**config.mk**
```make
export PLATFORM = sky130hd
export DESIGN_NAME = alu_ctrl_stage_flat
export DESIGN_NICKNAME = d
export VERILOG_FILES = /design/src/rtl/alu_ctrl_stage_if.sv /design/src/rtl/alu_ctrl_stage.sv /design/src/flat_wrapper.sv
export SDC_FILE = /design/constraint.sdc
export NUM_CORES = 1
export LEC_CHECK = 0
export BUFFER_PORTS_ARGS = -buffer_cell sky130_fd_sc_hd__buf_2
export CORE_AREA = 2 2 39 41
export DETAILED_ROUTE_END_ITERATION = 16
export DIE_AREA = 0 0 41 43
export GPL_ROUTABILITY_DRIVEN = 0
export PLACE_DENSITY_LB_ADDON = 0.12
export SLEW_MARGIN = 10
export SYNTH_ARGS = -nofsm -noshare
export SYNTH_HDL_FRONTEND = slang
export SYNTH_SLANG_ARGS = --single-unit
export TNS_END_PERCENT = 30
```
**constraint.sdc**
```tcl
create_clock -name clk_i -period 2.83 [get_ports clk_i]
set_input_delay 0.283 -clock clk_i [delete_from_list [all_inputs] [get_ports clk_i]]
set_output_delay 0.283 -clock clk_i [all_outputs]
set_load 0.005 [all_outputs]
```
**src/rtl/alu_ctrl_stage_if.sv**
```systemverilog
// ALU control interface between the ID stage (master) and the ALU control
// stage (slave).
// Handshake: there is no valid/ready pair here. valid_i tags the ID slot as a
// real instruction; stall_o is a back-pressure request, and the master must
// hold every ID-side signal stable for as long as stall_o is high.
// dbg_state exposes the multiply sequencer state (1 = waiting on a multiply).
interface alu_ctrl_stage_if;
  logic [1:0] ALUOp_i;
  logic [9:0] funct_i;
  logic       valid_i;
  logic       stall_i;
  logic       flush_i;
  logic [3:0] ALUCtrl_o;
  logic       valid_o;
  logic       stall_o;
  logic       dbg_state;

  modport master (
    output ALUOp_i, funct_i, valid_i, stall_i, flush_i,
    input  ALUCtrl_o, valid_o, stall_o, dbg_state
  );

  modport slave (
    input  ALUOp_i, funct_i, valid_i, stall_i, flush_i,
    output ALUCtrl_o, valid_o, stall_o, dbg_state
  );
endinterface

```
**src/rtl/alu_ctrl_stage.sv**
```systemverilog
// ALU control stage: decodes ALUOp plus {funct7,funct3} into a 4-bit ALU code
// and registers it across the ID/EX boundary.
// Optional feature macro: MUL_MULTICYCLE_EN. When defined, a valid mul holds
// EX for MUL_LAT cycles and raises stall_o meanwhile. When undefined, mul is a
// single-cycle op, stall_o is tied low and MUL_LAT has no effect.
module alu_ctrl_stage #(
  parameter int MUL_LAT = 3
) (
  input logic           clk_i,
  input logic           rst_i,
  alu_ctrl_stage_if.slave bus
);

  localparam logic [3:0] C_AND  = 4'b0000;
  localparam logic [3:0] C_XOR  = 4'b0001;
  localparam logic [3:0] C_ADD  = 4'b0010;
  localparam logic [3:0] C_SLL  = 4'b0011;
  localparam logic [3:0] C_MUL  = 4'b0100;
  localparam logic [3:0] C_ADDI = 4'b0101;
  localparam logic [3:0] C_SUB  = 4'b0110;
  localparam logic [3:0] C_SRAI = 4'b0111;
  localparam logic [3:0] C_OR   = 4'b1000;

  // Out-of-range latencies would wrap the 4-bit counter; reject at elaboration.
  if (MUL_LAT < 2 || MUL_LAT > 15) begin : g_bad_lat
    $error("alu_ctrl_stage: MUL_LAT must be in 2..15");
  end

  logic [6:0] w_funct7;
  logic [2:0] w_funct3;
  logic [3:0] w_code;
  logic [3:0] r_ctrl;
  logic       r_valid;

  assign w_funct7 = bus.funct_i[9:3];
  assign w_funct3 = bus.funct_i[2:0];

  // Combinational decode; every unlisted combination falls back to add.
  always_comb begin
    w_code = C_ADD;
    case (bus.ALUOp_i)
      2'b00: w_code = C_ADD;
      2'b01: w_code = C_SUB;
      2'b10: begin
        case ({w_funct7, w_funct3})
          {7'b0000000, 3'b000}: w_code = C_ADD;
          {7'b0100000, 3'b000}: w_code = C_SUB;
          {7'b0000001, 3'b000}: w_code = C_MUL;
          {7'b0000000, 3'b111}: w_code = C_AND;
          {7'b0000000, 3'b100}: w_code = C_XOR;
          {7'b0000000, 3'b001}: w_code = C_SLL;
          {7'b0000000, 3'b110}: w_code = C_OR;
          default:              w_code = C_ADD;
        endcase
      end
      2'b11: begin
        if (w_funct3 == 3'b000)
          w_code = C_ADDI;
        else if (w_funct7 == 7'b0100000 && w_funct3 == 3'b101)
          w_code = C_SRAI;
        else
          w_code = C_ADD;
      end
      default: w_code = C_ADD;
    endcase
  end

`ifdef MUL_MULTICYCLE_EN
  typedef enum logic {
    RUN      = 1'b0,
    MUL_WAIT = 1'b1
  } state_t;

  state_t     r_state;
  logic [3:0] r_cnt;

  // ID/EX register plus multiply sequencer; while waiting, inputs are ignored.
  always_ff @(posedge clk_i) begin
    if (!rst_i) begin
      r_ctrl  <= C_ADD;
      r_valid <= 1'b0;
      r_state <= RUN;
      r_cnt   <= 4'd0;
    end else begin
      case (r_state)
        RUN: begin
          if (bus.stall_i) begin
            r_ctrl  <= r_ctrl;
          end else if (bus.flush_i) begin
            r_ctrl  <= C_ADD;
            r_valid <= 1'b0;
          end else begin
            r_ctrl  <= w_code;
            r_valid <= bus.valid_i;
            if (w_code == C_MUL && bus.valid_i) begin
              r_state <= MUL_WAIT;
              r_cnt   <= 4'(MUL_LAT - 1);
            end
          end
        end
        MUL_WAIT: begin
          r_cnt <= r_cnt - 4'd1;
          if (r_cnt == 4'd1)
            r_state <= RUN;
        end
        default: r_state <= RUN;
      endcase
    end
  end

  assign bus.stall_o   = (r_state == MUL_WAIT);
  assign bus.dbg_state = r_state;
`else
  // ID/EX register; mul retires in one cycle like any other op.
  always_ff @(posedge clk_i) begin
    if (!rst_i) begin
      r_ctrl  <= C_ADD;
      r_valid <= 1'b0;
    end else if (bus.stall_i) begin
      r_ctrl  <= r_ctrl;
    end else if (bus.flush_i) begin
      r_ctrl  <= C_ADD;
      r_valid <= 1'b0;
    end else begin
      r_ctrl  <= w_code;
      r_valid <= bus.valid_i;
    end
  end

  assign bus.stall_o   = 1'b0;
  assign bus.dbg_state = 1'b0;
`endif

  assign bus.ALUCtrl_o = r_ctrl;
  assign bus.valid_o   = r_valid;

endmodule

```
**src/flat_wrapper.sv**
```systemverilog
// flat-port wrapper written by rule: the top's interface ports become plain ports
module alu_ctrl_stage_flat 
#(
  parameter int MUL_LAT = 3
)
  (clk_i, rst_i, bus_ALUOp_i, bus_funct_i, bus_valid_i, bus_stall_i, bus_flush_i, bus_ALUCtrl_o, bus_valid_o, bus_stall_o, bus_dbg_state);
  alu_ctrl_stage_if bus_i ();
  input logic clk_i;
  input logic rst_i;
  input wire logic [$bits(bus_i.ALUOp_i)-1:0] bus_ALUOp_i;
  input wire logic [$bits(bus_i.funct_i)-1:0] bus_funct_i;
  input wire logic [$bits(bus_i.valid_i)-1:0] bus_valid_i;
  input wire logic [$bits(bus_i.stall_i)-1:0] bus_stall_i;
  input wire logic [$bits(bus_i.flush_i)-1:0] bus_flush_i;
  output wire logic [$bits(bus_i.ALUCtrl_o)-1:0] bus_ALUCtrl_o;
  output wire logic [$bits(bus_i.valid_o)-1:0] bus_valid_o;
  output wire logic [$bits(bus_i.stall_o)-1:0] bus_stall_o;
  output wire logic [$bits(bus_i.dbg_state)-1:0] bus_dbg_state;
  assign bus_i.ALUOp_i = bus_ALUOp_i;
  assign bus_i.funct_i = bus_funct_i;
  assign bus_i.valid_i = bus_valid_i;
  assign bus_i.stall_i = bus_stall_i;
  assign bus_i.flush_i = bus_flush_i;
  assign bus_ALUCtrl_o = bus_i.ALUCtrl_o;
  assign bus_valid_o = bus_i.valid_o;
  assign bus_stall_o = bus_i.stall_o;
  assign bus_dbg_state = bus_i.dbg_state;
  alu_ctrl_stage #(.MUL_LAT(MUL_LAT)) u_core (.clk_i(clk_i), .rst_i(rst_i), .bus(bus_i));
endmodule
```
==> results.json <==
{
  "die_h_um": 43,
  "p_leak_nw": 0.2404,
  "synth-xor-area-share": 0.06158,
  "synth_top_family_by_area": "simple AND/OR/NAND/NOR gates",
  "crit_family": "simple AND/OR/NAND/NOR gates",
  "min_path_type": "input port to flop",
  "start_kind": "input port",
  "n_antenna_cell": 0,
  "core_region_area_um2": 1384,
  "dieArea_um2": 1763,
  "avgRoutedWirePerCell_um": 11.37,
  "overflow": 0,
  "synthMuxAreaShare": 0,
  "drt_iter0_drc": 7,
  "yosys.area_share.simple": 0.4252,
  "antenna_found_initial": 0,
  "io_pins": 24,
  "powerDensity_nw_per_um2": 347.5,
  "setup_violations": 0,
  "crit_required_ns": 2.94,
  "seqPwrFrac": 0.370,
  "intPower_uw": 144.0,
  "finalHoldViolations": 0,
  "layout-drive-gt1-share": 0.4079,
  "final.setup.tns_ns": 0,
  "fin_crit_ns": 1.291,
  "synth_edf_count": 0,
  "cts.sinks": 5,
  "cts_tree": "yes",
  "die_w_um": 41,
  "hp-start": "bus_valid_i",
  "yosys.area_share.adder": 0,
  "period_share": 0.4560,
  "postCtsSetupBuffers": 0,
  "p_comb_frac": 0.219,
  "grt_use_total": 0.1476,
  "rows": 14,
  "synth_cell_types": 31,
  "p_sw_frac": 0.2638,
  "critPathKind": "input port to flop",
  "crit_chain": "buf_2 > or2_1 > or4_4 > nor3_1 > a22oi_1",
  "slowest_stage": "or4_4",
  "cts_max_level": 1,
  "synth_ff_type": "dfxtp_1",
  "clk-insertion-delay-late_ns": 0.24,
  "finalWirelength_mm": 1.046,
  "cts-buffers-inserted": 3,
  "vias": 457,
  "area_growth_pct": 31.96,
  "crit_buf_inv": 1,
  "vias_per_cell": 4.967,
  "io_buffers": 21,
  "maxCapViolations": 0,
  "antenna_left": 0,
  "fillers": 165,
  "seq_area_frac_synth": 0.2346,
  "grt_max_degree": 8,
  "syn_area_um2": 426.7,
  "clock_skew_ns": 0,
  "switchingPower_uw": 51.61,
  "synth_seq_cells": 5,
  "status": "finished, final reports clean",
  "path_clk_slew_ns": 0.04,
  "drtPass1Iterations": 3,
  "crit_arrival_ns": 1.40,
  "power_frac_clock": 0.412,
  "yosys_warnings": 0,
  "cpPeakStageDelay_ns": 0.45,
  "netlist_instances": 53,
  "hold_buffers": 0,
  "dp_hpwl_um": 862.4,
  "finalMaxSlewViolations": 0,
  "grt_setup_unrepaired": "false",
  "power_uw": 195.6,
  "path_max_fanout": 3,
  "start_util": 0.3083,
  "synth_compound_area_frac": 0.1994,
  "synthArstFlopShare": 0,
  "max_freq_ghz": 0.7748,
  "peakVddDrop_v": 0.0002350,
  "grt_pass1_vias": 430,
  "r2r-start": "u_core.bus.ALUCtrl_o[1]$_SDFFE_PN1N_",
  "root_buffer": "clkbuf_4",
  "cp-startpoint": "bus_funct_i[6]",
  "clk_path_buf_depth": 2,
  "grt_first_pass_wirelength_mm": 1.759,
  "syn-mean-instance-area_um2": 8.050,
  "cts_resized": 0,
  "cp-end-kind": "flop",
  "layout.nets": 94,
  "drc": 0
}
==> kinds of logic after synthesis <==
| family | Yosys count |
|---|---|
| DFF | 5 |
| xor gates and xnor gates | 3 |
| buffers and inverters | 6 |
| other | 1 |
| AOI/OAI and AO/OA | 11 |
| and+or+nand+nor | 27 |
==> layer usage <==
| metal | track usage | vias to the layer above | wire length [um] |
|---|---|---|---|
| met5 | 0 | - | 0 |
| met4 | 0.02000 | 0 | 0 |
| met3 | 0.09424 | 0 | 89 |
| met2 | 0.2125 | 16 | 472 |
| met1 | 0.1865 | 196 | 483 |
| li1 | - | 245 | - |
==> path summary, 6_finish.rpt <==
check	to	slack [ns]	cells past startpoint
setup / recovery	u_core.bus.ALUCtrl_o[1]$_SDFFE_PN1N_	1.54	5
hold / removal	u_core.bus.valid_o$_SDFFE_PN0N_	0.28	3
setup reg to reg	u_core.bus.ALUCtrl_o[1]$_SDFFE_PN1N_	2.01	3
hold reg to reg	u_core.bus.ALUCtrl_o[3]$_SDFFE_PN0N_	0.46	2
==> cell usage in the layout (no fill, tap or decap), types with 2 or more instances in the layout <==
master,netlist,routed
nand2_1,2,2
a21oi_1,2,2
dfxtp_1,5,5
xnor2_1,2,2
nor2_1,3,3
clkbuf_4,0,3
or4_4,2,2
nor3_1,3,3
nand4_1,4,4
inv_1,3,3
buf_2,0,21
nor4_1,2,2
conb_1,1,2
a22oi_1,3,3
nand3_1,2,2
==> worst min-delay path, stage by stage <==
cell and delay, ns:
buf_2 0.08, a22oi_1 0.05, nor2_1 0.08
==> cells in the mapped netlist, types with 2 or more instances <==
cell / n / area [um2]
inv_1: 3 / 11.26
nor3_1: 3 / 15.01
nor2_1: 3 / 11.26
a21oi_1: 2 / 10.01
buf_4: 2 / 15.01
or4_4: 2 / 22.52
dfxtp_1: 5 / 100.1
nand3_1: 2 / 10.01
xnor2_1: 2 / 17.52
a22oi_1: 3 / 22.52
nand2_1: 2 / 7.510
nand4_1: 4 / 25.02
nor4_1: 2 / 12.51
==> sequential cells by signal, indices dropped and copies added (netlist names) <==
signal                count
u_core.bus.valid_o        1
u_core.bus.ALUCtrl_o      4
==> power groups by stage <==
| stage | registers [mW] | clock network [mW] | logic (mW) |
|---|---|---|---|
| finish | 0.0723 | 0.0805 | 0.0428 |
| global placement | 0.0735 | 0 | 0.0427 |
| CTS | 0.0723 | 0.0847 | 0.0432 |
| global route | 0.0722 | 0.0956 | 0.0482 |
| detailed placement | 0.0735 | 0 | 0.0431 |
| floorplan | 0.0736 | 0 | 0.0222 |
==> stage by stage <==
step                setup slack, ns  hold WS (ns)    util  std cells  instance area (um2)
finish                        1.539        0.2832  0.4069         92                563.0
global route                  1.450        0.3214  0.4069         92                563.0
CTS                           1.548        0.2757  0.4069         92                563.0
detailed placement            1.296        0.4588  0.3879         88                536.8
global placement              1.326        0.4492  0.3879         88                536.8
floorplan                     1.460        0.3966       -         54                430.4
==> layout make-up <==
class / count / area (um2) / share of cell area
clock buffer: 4 / 26.28 / 0.04667
inverter: 3 / 11.26 / 0.02000
multi-input combinational: 43 / 300.3 / 0.5333
sequential: 5 / 100.1 / 0.1778
tap: 16 / 20.02 / 0.03556
timing repair buffer: 21 / 105.1 / 0.1867
No activity file was read; power rests on OpenSTA's default activity.
